## src/rtl/hough_vote_accumulator.sv

```systemverilog
// Hough accumulator engine: clears the bin array, applies votes as saturating
// read-modify-write increments on a slotted single memory port, and scans for the top-K bins.
module hough_vote_accumulator #(
    parameter int ANGLE_BITS  = 6,
    parameter int RADIUS_BITS = 9,
    parameter int COUNT_WIDTH = 16,
    parameter int MEM_LAT     = 2,
    parameter int TOP_K       = 4,
    parameter int ADDR_WIDTH  = 19,
    parameter int DATA_WIDTH  = 36
) (
    input  logic                               clk,
    input  logic                               reset,
    input  logic                               cmd_clear,
    input  logic                               cmd_scan,
    input  logic                               vote_valid,
    output logic                               vote_ready,
    input  logic [ANGLE_BITS-1:0]              vote_angle,
    input  logic [RADIUS_BITS-1:0]             vote_radius,
    output logic [ADDR_WIDTH-1:0]              mem_addr,
    output logic                               mem_we,
    output logic [DATA_WIDTH-1:0]              mem_write_data,
    input  logic [DATA_WIDTH-1:0]              mem_read_data,
    output logic                               busy,
    output logic                               done,
    output logic                               saturated,
    output logic                               peak_valid,
    output logic [TOP_K*ANGLE_BITS-1:0]        peak_angle,
    output logic [TOP_K*RADIUS_BITS-1:0]       peak_radius,
    output logic [TOP_K*COUNT_WIDTH-1:0]       peak_count
);
    localparam int BW = ANGLE_BITS + RADIUS_BITS;
    // Vote token age index: read driven at 1, data back at RI, write driven at WI.
    localparam int RI = 1 + MEM_LAT;
    localparam int WI = 2 + MEM_LAT + (MEM_LAT % 2);
    localparam int HD = WI / 2 + 2;
    localparam logic [COUNT_WIDTH-1:0] CMAX = '1;

    typedef enum logic [2:0] {S_IDLE, S_CLEAR, S_DRAIN, S_SCAN, S_SCAN_WAIT, S_DONE} state_t;
    typedef enum logic [1:0] {P_NONE, P_CLEAR, P_SCAN} cmd_t;

    state_t state_q, state_d;
    cmd_t   pend_q, pend_d;
    logic   phase_q, phase_d;
    logic [BW-1:0] cnt_q, cnt_d;
    logic   saturated_q, saturated_d;
    logic   peak_valid_q, peak_valid_d;

    logic                   tok_v_q [WI+1];
    logic                   tok_v_d [WI+1];
    logic [BW-1:0]          tok_a_q [WI+1];
    logic [BW-1:0]          tok_a_d [WI+1];
    logic                   hist_v_q [HD];
    logic                   hist_v_d [HD];
    logic [BW-1:0]          hist_a_q [HD];
    logic [BW-1:0]          hist_a_d [HD];
    logic [COUNT_WIDTH-1:0] hist_c_q [HD];
    logic [COUNT_WIDTH-1:0] hist_c_d [HD];
    logic                   scan_v_q [MEM_LAT];
    logic                   scan_v_d [MEM_LAT];
    logic [BW-1:0]          scan_a_q [MEM_LAT];
    logic [BW-1:0]          scan_a_d [MEM_LAT];
    logic [COUNT_WIDTH-1:0] pk_c_q [TOP_K];
    logic [COUNT_WIDTH-1:0] pk_c_d [TOP_K];
    logic [BW-1:0]          pk_a_q [TOP_K];
    logic [BW-1:0]          pk_a_d [TOP_K];

    logic                   accept;
    logic                   early_busy;
    logic [COUNT_WIDTH-1:0] rd_cnt;
    logic [COUNT_WIDTH-1:0] old_cnt;
    logic                   found;
    int unsigned            idx;
    cmd_t                   cmd_new;
    cmd_t                   start;

    generate
        if (DATA_WIDTH > COUNT_WIDTH) begin : g_unused
            logic unused_hi;
            assign unused_hi = ^mem_read_data[DATA_WIDTH-1:COUNT_WIDTH];
        end
    endgenerate

    assign rd_cnt     = mem_read_data[COUNT_WIDTH-1:0];
    assign vote_ready = (state_q == S_IDLE) && !phase_q && (pend_q == P_NONE);
    assign accept     = vote_valid && vote_ready;
    assign done       = (state_q == S_DONE);
    assign saturated  = saturated_q;
    assign peak_valid = peak_valid_q;

    always_comb begin
        busy = (state_q != S_IDLE);
        early_busy = accept;
        for (int unsigned k = 0; k <= WI; k++) begin
            busy = busy || tok_v_q[k];
            if (k < WI) early_busy = early_busy || tok_v_q[k];
        end
    end

    always_comb begin
        mem_addr       = '0;
        mem_we         = 1'b0;
        mem_write_data = '0;
        if (state_q == S_CLEAR) begin
            mem_addr = ADDR_WIDTH'(cnt_q);
            mem_we   = 1'b1;
        end else if (state_q == S_SCAN) begin
            mem_addr = ADDR_WIDTH'(cnt_q);
        end else if (tok_v_q[WI]) begin
            mem_addr       = ADDR_WIDTH'(tok_a_q[WI]);
            mem_we         = 1'b1;
            mem_write_data = DATA_WIDTH'(hist_c_q[0]);
        end else if (tok_v_q[1]) begin
            mem_addr = ADDR_WIDTH'(tok_a_q[1]);
        end
    end

    always_comb begin
        for (int unsigned i = 0; i < TOP_K; i++) begin
            peak_angle[i*ANGLE_BITS +: ANGLE_BITS]   = pk_a_q[i][BW-1:RADIUS_BITS];
            peak_radius[i*RADIUS_BITS +: RADIUS_BITS] = pk_a_q[i][RADIUS_BITS-1:0];
            peak_count[i*COUNT_WIDTH +: COUNT_WIDTH]  = pk_c_q[i];
        end
    end

    always_comb begin
        state_d      = state_q;
        pend_d       = pend_q;
        phase_d      = ~phase_q;
        cnt_d        = cnt_q;
        saturated_d  = saturated_q;
        peak_valid_d = peak_valid_q;
        tok_v_d      = tok_v_q;
        tok_a_d      = tok_a_q;
        hist_v_d     = hist_v_q;
        hist_a_d     = hist_a_q;
        hist_c_d     = hist_c_q;
        scan_v_d     = scan_v_q;
        scan_a_d     = scan_a_q;
        pk_c_d       = pk_c_q;
        pk_a_d       = pk_a_q;
        old_cnt      = rd_cnt;
        found        = 1'b0;
        idx          = 0;
        start        = P_NONE;
        cmd_new      = cmd_clear ? P_CLEAR : (cmd_scan ? P_SCAN : P_NONE);

        tok_v_d[0] = accept;
        tok_a_d[0] = {vote_angle, vote_radius};
        for (int unsigned k = 1; k <= WI; k++) begin
            tok_v_d[k] = tok_v_q[k-1];
            tok_a_d[k] = tok_a_q[k-1];
        end
        scan_v_d[0] = (state_q == S_SCAN);
        scan_a_d[0] = cnt_q;
        for (int unsigned k = 1; k < MEM_LAT; k++) begin
            scan_v_d[k] = scan_v_q[k-1];
            scan_a_d[k] = scan_a_q[k-1];
        end

        // Older history entries are visited first so the newest matching write wins.
        if (tok_v_q[RI]) begin
            for (int unsigned i = 0; i < HD; i++) begin
                if (hist_v_q[HD-1-i] && hist_a_q[HD-1-i] == tok_a_q[RI])
                    old_cnt = hist_c_q[HD-1-i];
            end
            for (int unsigned k = 1; k < HD; k++) begin
                hist_v_d[k] = hist_v_q[k-1];
                hist_a_d[k] = hist_a_q[k-1];
                hist_c_d[k] = hist_c_q[k-1];
            end
            hist_v_d[0] = 1'b1;
            hist_a_d[0] = tok_a_q[RI];
            if (old_cnt == CMAX) begin
                hist_c_d[0] = old_cnt;
                saturated_d = 1'b1;
            end else begin
                hist_c_d[0] = old_cnt + 1'b1;
            end
        end

        if (scan_v_q[MEM_LAT-1]) begin
            for (int unsigned i = 0; i < TOP_K; i++) begin
                if (!found && rd_cnt > pk_c_q[i]) begin
                    found = 1'b1;
                    idx   = i;
                end
            end
            if (found) begin
                for (int unsigned i = 0; i < TOP_K; i++) begin
                    if (i > idx) begin
                        pk_c_d[i] = pk_c_q[i-1];
                        pk_a_d[i] = pk_a_q[i-1];
                    end else if (i == idx) begin
                        pk_c_d[i] = rd_cnt;
                        pk_a_d[i] = scan_a_q[MEM_LAT-1];
                    end
                end
            end
        end

        case (state_q)
            S_IDLE: begin
                if (pend_q == P_NONE && cmd_new != P_NONE) begin
                    if (early_busy) begin
                        state_d = S_DRAIN;
                        pend_d  = cmd_new;
                    end else begin
                        start = cmd_new;
                    end
                end
            end
            S_DRAIN: begin
                if (!early_busy) begin
                    state_d = S_IDLE;
                    start   = pend_q;
                    pend_d  = P_NONE;
                end
            end
            S_CLEAR: begin
                if (cnt_q == '1) state_d = S_DONE;
                else             cnt_d = cnt_q + 1'b1;
            end
            S_SCAN: begin
                if (cnt_q == '1) begin
                    state_d = S_SCAN_WAIT;
                    cnt_d   = '0;
                end else begin
                    cnt_d = cnt_q + 1'b1;
                end
            end
            S_SCAN_WAIT: begin
                if (cnt_q == BW'(MEM_LAT)) begin
                    state_d      = S_DONE;
                    peak_valid_d = 1'b1;
                end else begin
                    cnt_d = cnt_q + 1'b1;
                end
            end
            S_DONE:  state_d = S_IDLE;
            default: state_d = S_IDLE;
        endcase

        if (start == P_CLEAR) begin
            state_d      = S_CLEAR;
            cnt_d        = '0;
            saturated_d  = 1'b0;
            peak_valid_d = 1'b0;
            for (int unsigned k = 0; k < HD; k++) hist_v_d[k] = 1'b0;
        end else if (start == P_SCAN) begin
            state_d      = S_SCAN;
            cnt_d        = '0;
            peak_valid_d = 1'b0;
            for (int unsigned i = 0; i < TOP_K; i++) begin
                pk_c_d[i] = '0;
                pk_a_d[i] = '0;
            end
        end
    end

    always_ff @(posedge clk) begin
        if (reset) begin
            state_q      <= S_IDLE;
            pend_q       <= P_NONE;
            phase_q      <= 1'b1;
            cnt_q        <= '0;
            saturated_q  <= 1'b0;
            peak_valid_q <= 1'b0;
            for (int unsigned k = 0; k <= WI; k++) begin
                tok_v_q[k] <= 1'b0;
                tok_a_q[k] <= '0;
            end
            for (int unsigned k = 0; k < HD; k++) begin
                hist_v_q[k] <= 1'b0;
                hist_a_q[k] <= '0;
                hist_c_q[k] <= '0;
            end
            for (int unsigned k = 0; k < MEM_LAT; k++) begin
                scan_v_q[k] <= 1'b0;
                scan_a_q[k] <= '0;
            end
            for (int unsigned i = 0; i < TOP_K; i++) begin
                pk_c_q[i] <= '0;
                pk_a_q[i] <= '0;
            end
        end else begin
            state_q      <= state_d;
            pend_q       <= pend_d;
            phase_q      <= phase_d;
            cnt_q        <= cnt_d;
            saturated_q  <= saturated_d;
            peak_valid_q <= peak_valid_d;
            tok_v_q      <= tok_v_d;
            tok_a_q      <= tok_a_d;
            hist_v_q     <= hist_v_d;
            hist_a_q     <= hist_a_d;
            hist_c_q     <= hist_c_d;
            scan_v_q     <= scan_v_d;
            scan_a_q     <= scan_a_d;
            pk_c_q       <= pk_c_d;
            pk_a_q       <= pk_a_d;
        end
    end
endmodule

```

## config.mk

```make
export PLATFORM = sky130hd
export DESIGN_NAME = hough_vote_accumulator
export DESIGN_NICKNAME = d
export VERILOG_FILES = /design/src/rtl/hough_vote_accumulator.sv
export SDC_FILE = /design/constraint.sdc
export NUM_CORES = 1
export LEC_CHECK = 0
export ABC_AREA = 0
export BUFFER_PORTS_ARGS = -buffer_cell sky130_fd_sc_hd__buf_4
export CAP_MARGIN = 20
export CORE_MARGIN = 3
export CORE_UTILIZATION = 30
export DETAILED_ROUTE_END_ITERATION = 10
export HOLD_SLACK_MARGIN = 0.06
export PLACE_DENSITY = 0.53
export SETUP_SLACK_MARGIN = 0.4
export SLEW_MARGIN = 20
export SYNTH_ARGS = -nofsm -noshare
export SYNTH_HDL_FRONTEND = slang
export SYNTH_SLANG_ARGS = --single-unit
```

## constraint.sdc

```tcl
create_clock -name clk -period 8.9 [get_ports clk]
set_input_delay 0.89 -clock clk [delete_from_list [all_inputs] [get_ports clk]]
set_output_delay 0.89 -clock clk [all_outputs]
set_load 0.01 [all_outputs]
```

# After elaboration in Yosys (flattened, before gate mapping)
# Index checks and enable logic that the tools add are counted.
dict set report word_totals {
  input_bits 56
  register_bits 387
  output_inout_bits 185
  word_cells 205
}
dict set report classes {
  n_eq_ne 37
  bitwise 1
  n_reduce_logical 40
  muxes 75
  n_lt_le_gt_ge 8
  n_addsub 2
}
# cell count
set ops {}
lappend ops {{16-bit 2-to-1 mux} 16}
lappend ops {{64-bit 2-to-1 mux} 4}
lappend ops {{60-bit 2-to-1 mux} 4}
lappend ops {{15-bit 2-to-1 mux} 15}
lappend ops {{32-bit 2-to-1 mux} 3}
lappend ops {{2-bit by 32-bit == test with 1-bit output, first input constant} 2}
lappend ops {{1-bit by 32-bit greater-than comparator with 1-bit output, first input constant} 2}
lappend ops {{16-bit greater-than comparator} 4}
lappend ops {{2-bit by 32-bit greater-than comparator with 1-bit output, first input constant} 2}
lappend ops {{15-bit == test} 4}
lappend ops {{15-bit one-hot mux with 3 select lines} 1}
lappend ops {{36-bit 2-to-1 mux} 1}
lappend ops {{1-bit by 32-bit == test with 1-bit output, first input constant} 1}
lappend ops {{32-bit zero test} 1}
lappend ops {{2-bit 2-to-1 mux} 9}
lappend ops {{3-bit 2-to-1 mux} 6}
lappend ops {{6-bit AND reduction} 3}
lappend ops {{16-bit by 1-bit adder with 16-bit output, second input constant} 1}
lappend ops {{16-bit == test, second input constant} 1}
lappend ops {{15-bit by 1-bit adder with 15-bit output, second input constant} 1}
lappend ops {{15-bit == test, second input constant} 1}
lappend ops {{15-bit by 2-bit == test with 1-bit output, second input constant} 1}
lappend ops {{3-bit one-hot mux with 5 select lines} 1}
lappend ops {{1-bit 2-to-1 mux} 13}
lappend ops {{other kinds (27)} 66}

# Logic depth before layout (Yosys ltp)
dict set report depth {
  word_depth 22
  ltp_mapped 18
  depth_no_buf 12
}

# Worst setup path before layout
# Ideal clock, no wire load.
dict set report synth_timing {
  path_kind {input -> register}
  startpoint {input mem_read_data[9]}
  endpoint {register pk_a_q (netlist bit peak_angle[12])}
  setup_slack_ps 5253
  required_time_ps 8763
  stages 12
  setup_ps 137
  path_buffers 1
  t_arrival_ps 3510
  cell_sequence {ha_1 -> a21o_1 -> a21o_1 -> a21o_1 -> a21o_1 -> a221o_1 -> nand2_1 -> a31oi_1 -> a21oi_1 -> clkbuf_1 -> mux2i_1 -> a211oi_1}
}
dict set report synth_via {
  elab_chain_cells 22
  elab_cells_between_ends 30
  cone_classes {5 x order compare; 1 x eq/ne; 18 x mux; 6 x reduce/logical}
}
# item line_no
set synth_rtl {}
lappend synth_rtl {{from (decl)} 23} ;# input logic [DATA_WIDTH-1:0] mem_read_data,
lappend synth_rtl {{parallel branches: the longest is 18 deep, another holds 16-bit greater-than comparator} n/a}
lappend synth_rtl {{60-bit 2-to-1 mux *} 189} ;# if (found) begin
lappend synth_rtl {{60-bit 2-to-1 mux *} 182} ;# if (scan_v_q[MEM_LAT-1]) begin
lappend synth_rtl {{60-bit 2-to-1 mux} 250} ;# end else if (start == P_SCAN) begin
lappend synth_rtl {{60-bit 2-to-1 mux *} 244} ;# if (start == P_CLEAR) begin
lappend synth_rtl {{to (signal assigned)} 301} ;# pk_a_q <= pk_a_d;
lappend synth_rtl {{to (decl)} 65} ;# logic [BW-1:0] pk_a_q [TOP_K];
# Every way passes the cells marked *. The select of a mux whose other input is x is not followed.
# A chain may end at the register's enable or synchronous reset.

# Worst setup path after layout
dict set report layout_timing {
  startpoint {register tok_v_q (netlist bit tok_v_d[0])}
  endpoint {register pk_a_q (netlist bit peak_radius[16])}
}
dict set report layout_via {
  elab_chain_cells 7
  elab_cells_between_ends 9
  cone_classes {2 x eq/ne; 6 x mux; 1 x reduce/logical}
}
# item line_no
set layout_rtl {}
lappend layout_rtl {{from (decl)} 49} ;# logic tok_v_q [WI+1];
lappend layout_rtl {{from (signal assigned)} 293} ;# tok_v_q <= tok_v_d;
lappend layout_rtl {{1-bit logical OR *} 96} ;# if (k < WI) early_busy = early_busy || tok_v_q[k];
lappend layout_rtl {{2-bit 2-to-1 mux} 205} ;# if (early_busy) begin
lappend layout_rtl {{2-bit 2-to-1 mux} 204} ;# if (pend_q == P_NONE && cmd_new != P_NONE) begin
lappend layout_rtl {{2-bit one-hot mux with 2 select lines *} 202} ;# case (state_q)
lappend layout_rtl {{2-bit == test} 250}
lappend layout_rtl {{60-bit 2-to-1 mux} 250}
lappend layout_rtl {{60-bit 2-to-1 mux *} 244}
# Every way passes the cells marked *; elsewhere a longest branch is shown, timed or not.

==> reports/metrics.cfg <==
[floorplanning]
die_area_mm2=0.0637
start_util_pct=30.6
core_area_mm2=0.0596
die_h_um=252
rows=89
fp.dieW_um=252
top_level_ports=241

[global_route]
grt_max_degree=95
grt_pass1_vias=14200
grt_pass1_wl_um=81700
gr-total-overflow=0
gr-usage-all-layers_pct=15.9
antenna_found_initial=0

[route]
vias_per_cell=5.00
wl_per_cell_um=17.8
detail-route-antenna-nets=0
first_pass_iters=7
wl_um=51700
vias=14600
drt_iter0_drc=804
drc=0

[clock_network]
path_clk_slew_ns=0.06
cts_tree=done
numCtsBuffers=45
cts_buffer_depth=3
clockRootBuffer=clkbuf_16
h-tree-depth=2
cts_hold_buf=0
post-cts-setup-buffer-count=0
clock_sinks=387
clkLatencyLatePin_ns=0.59
cts_resized=0

[power_and_ir_drop]
seq_power_share_pct=43.5
clkPwrFrac_pct=45.4
power_frac_comb_pct=11.2
switching_power_mw=1.08
power.density_mw_per_mm2=190
internal_power_mw=3.04
p_total_mw=4.12
p_leak_nw=8.20
peakVddDrop_v=0.000129
p_sw_share_pct=26.1

[timing]
slew_headroom_pct=31.1
fin_tns_setup_ns=0
worstMarginPinSlew_ns=1.03
maxSlewViolCount=0
fin_crit_sh_pct=51.4
setup_slack_ns=4.33
finalSetupViolations=0
whs_ns=0.386
finClkSkew_ns=0.0214
grt_setup_unrepaired=no
hold_viol=0
period_needed_ns=4.57
max_freq_mhz=219

[synthesis]
synth_edf_count=0
syn_avg_cell_area_um2=9.19
synth_seq_cells=387
synth_area_leaders=dfxtp_1, mux2i_1, nor2_1
async_reset_ff_share_pct=0
syn_area_mm2=0.0182
synth-main-ff-cell=dfxtp_1
synth_top_area_cell=dfxtp_1
ys_warn_count=0
synth_top_area_share_pct=42.6
synthCells=1981
synth_cell_type_count=75
seq_area_frac_synth_pct=42.6

[cells_and_area]
postLayoutCellArea_mm2=0.0217
final_nets=2228
final_util_pct=36.4
fin_cells=2911
antenna_cells=0
area_growth_pct=19.1
drive_above_1_share_pct=15.6
final_cell_mix=dfxtp_1, nor2_1, buf_4
final_common_cell=dfxtp_1

[setup_path]
crit_type=reg -> reg
worstPathArrival_ns=5.08
worstSetupEndpointType=flop
critPathRequiredTime_ns=9.41
crit_path_max_fanout=40
start_kind=flop

[placement]
gp_congestion=0.819
io_buffers=196
dp_worst_setup_slack_ns=3.98
placed_cell_area_mm2=0.0202
dp.cells=2829
hpwl_um=37100

[hold_path]
hold_path_class=reg -> reg

[job]
maxCapViolCount=0

[outcome]
status=complete, no violations

## path summary, 6_finish.rpt
kind	cells past startpoint	to	slack (ns)	start
worst min-delay path	1	phase_q$_SDFF_PP1_	0.39	phase_q$_SDFF_PP1_
worst max-delay path	12	peak_radius[16]$_SDFF_PP0_	4.33	tok_v_d[0]$_SDFF_PP0_
worst min register to register	1	phase_q$_SDFF_PP1_	0.39	phase_q$_SDFF_PP1_
worst max register to register	12	peak_radius[16]$_SDFF_PP0_	4.33	tok_v_d[0]$_SDFF_PP0_
## power by group through the flow
stage	logic (mW)	clock network (mW)	registers, mW
3_5_place_dp	0.460	0	1.83
4_1_cts	0.462	1.93	1.79
5_1_grt	0.510	2.00	1.80
6_report	0.459	1.87	1.79
3_3_place_gp	0.453	0	1.83
2_1_floorplan	0.307	0	1.81
## sequential cells by signal (all words and copies together) (netlist names), 24 cells and up
signal	flops
peak_angle	24
hist_c_q	64
peak_radius	36
hist_a_q	60
peak_count	64
tok_a_d	60
## Yosys cell counts (5+ instances only)
master	count
clkbuf_1	101
o2111a_1	31
a21oi_1	111
a221o_1	16
mux2i_1	177
xor2_1	8
o22ai_1	5
buf_1	18
or4_1	5
a211oi_1	46
nor2b_1	111
a221oi_1	5
ha_1	69
buf_6	9
a22oi_1	17
o21a_1	16
dfxtp_1	387
inv_1	115
nand2b_1	8
nand2_1	66
nor2_1	235
a22o_1	20
nand4_1	63
nand3_1	29
nor4_1	10
buf_4	26
a21o_1	32
a311o_1	5
and3_1	21
o21ai_0	15
xnor2_1	60
nor3_1	33
buf_2	13
or3_1	22
## per-layer routing
metal  part of all wire [%]  global-route usage (%)  vias up
met5                      0                       0        -
met3                    5.0                    2.98       74
met2                     45                    25.2      343
met1                     48                    22.2     6987
li1                       -                       -     7161
met4                    2.0                    3.99        0
## critical path: stages, from the launching register on
cell and delay [ns]:
dfxtp_4 0.52, nor4_1 0.60, o31ai_1 0.24, or4_1 0.54
inv_1 0.08, ha_1 0.19, inv_1 0.14, a21oi_2 0.17
buf_4 0.41, nand2_1 0.52, nor2_2 0.72, a22o_1 0.22
a21o_1 0.09
## cell type report
| cell class | count | area [um2] |
|---|---|---|
| well taps | 773 | 967 |
| fillers | 5981 | 37900 |
| repair buffers | 219 | 1660 |
| flip-flops and latches | 387 | 7750 |
| clock buffers | 66 | 1330 |
| multi-input cells | 1335 | 9370 |
| clock inverters | 16 | 181 |
| inverters | 115 | 432 |
## cell families after synthesis
family	synth area share [%]
buffers and inverters	6.81
adders and majority gates	4.74
other	0.0206
xor gates and xnor gates	3.63
DFF	42.6
muxes	9.85
AOI/OAI and AO/OA	15.0
and+or+nand+nor	17.4
(Power assumes the default switching activity.)
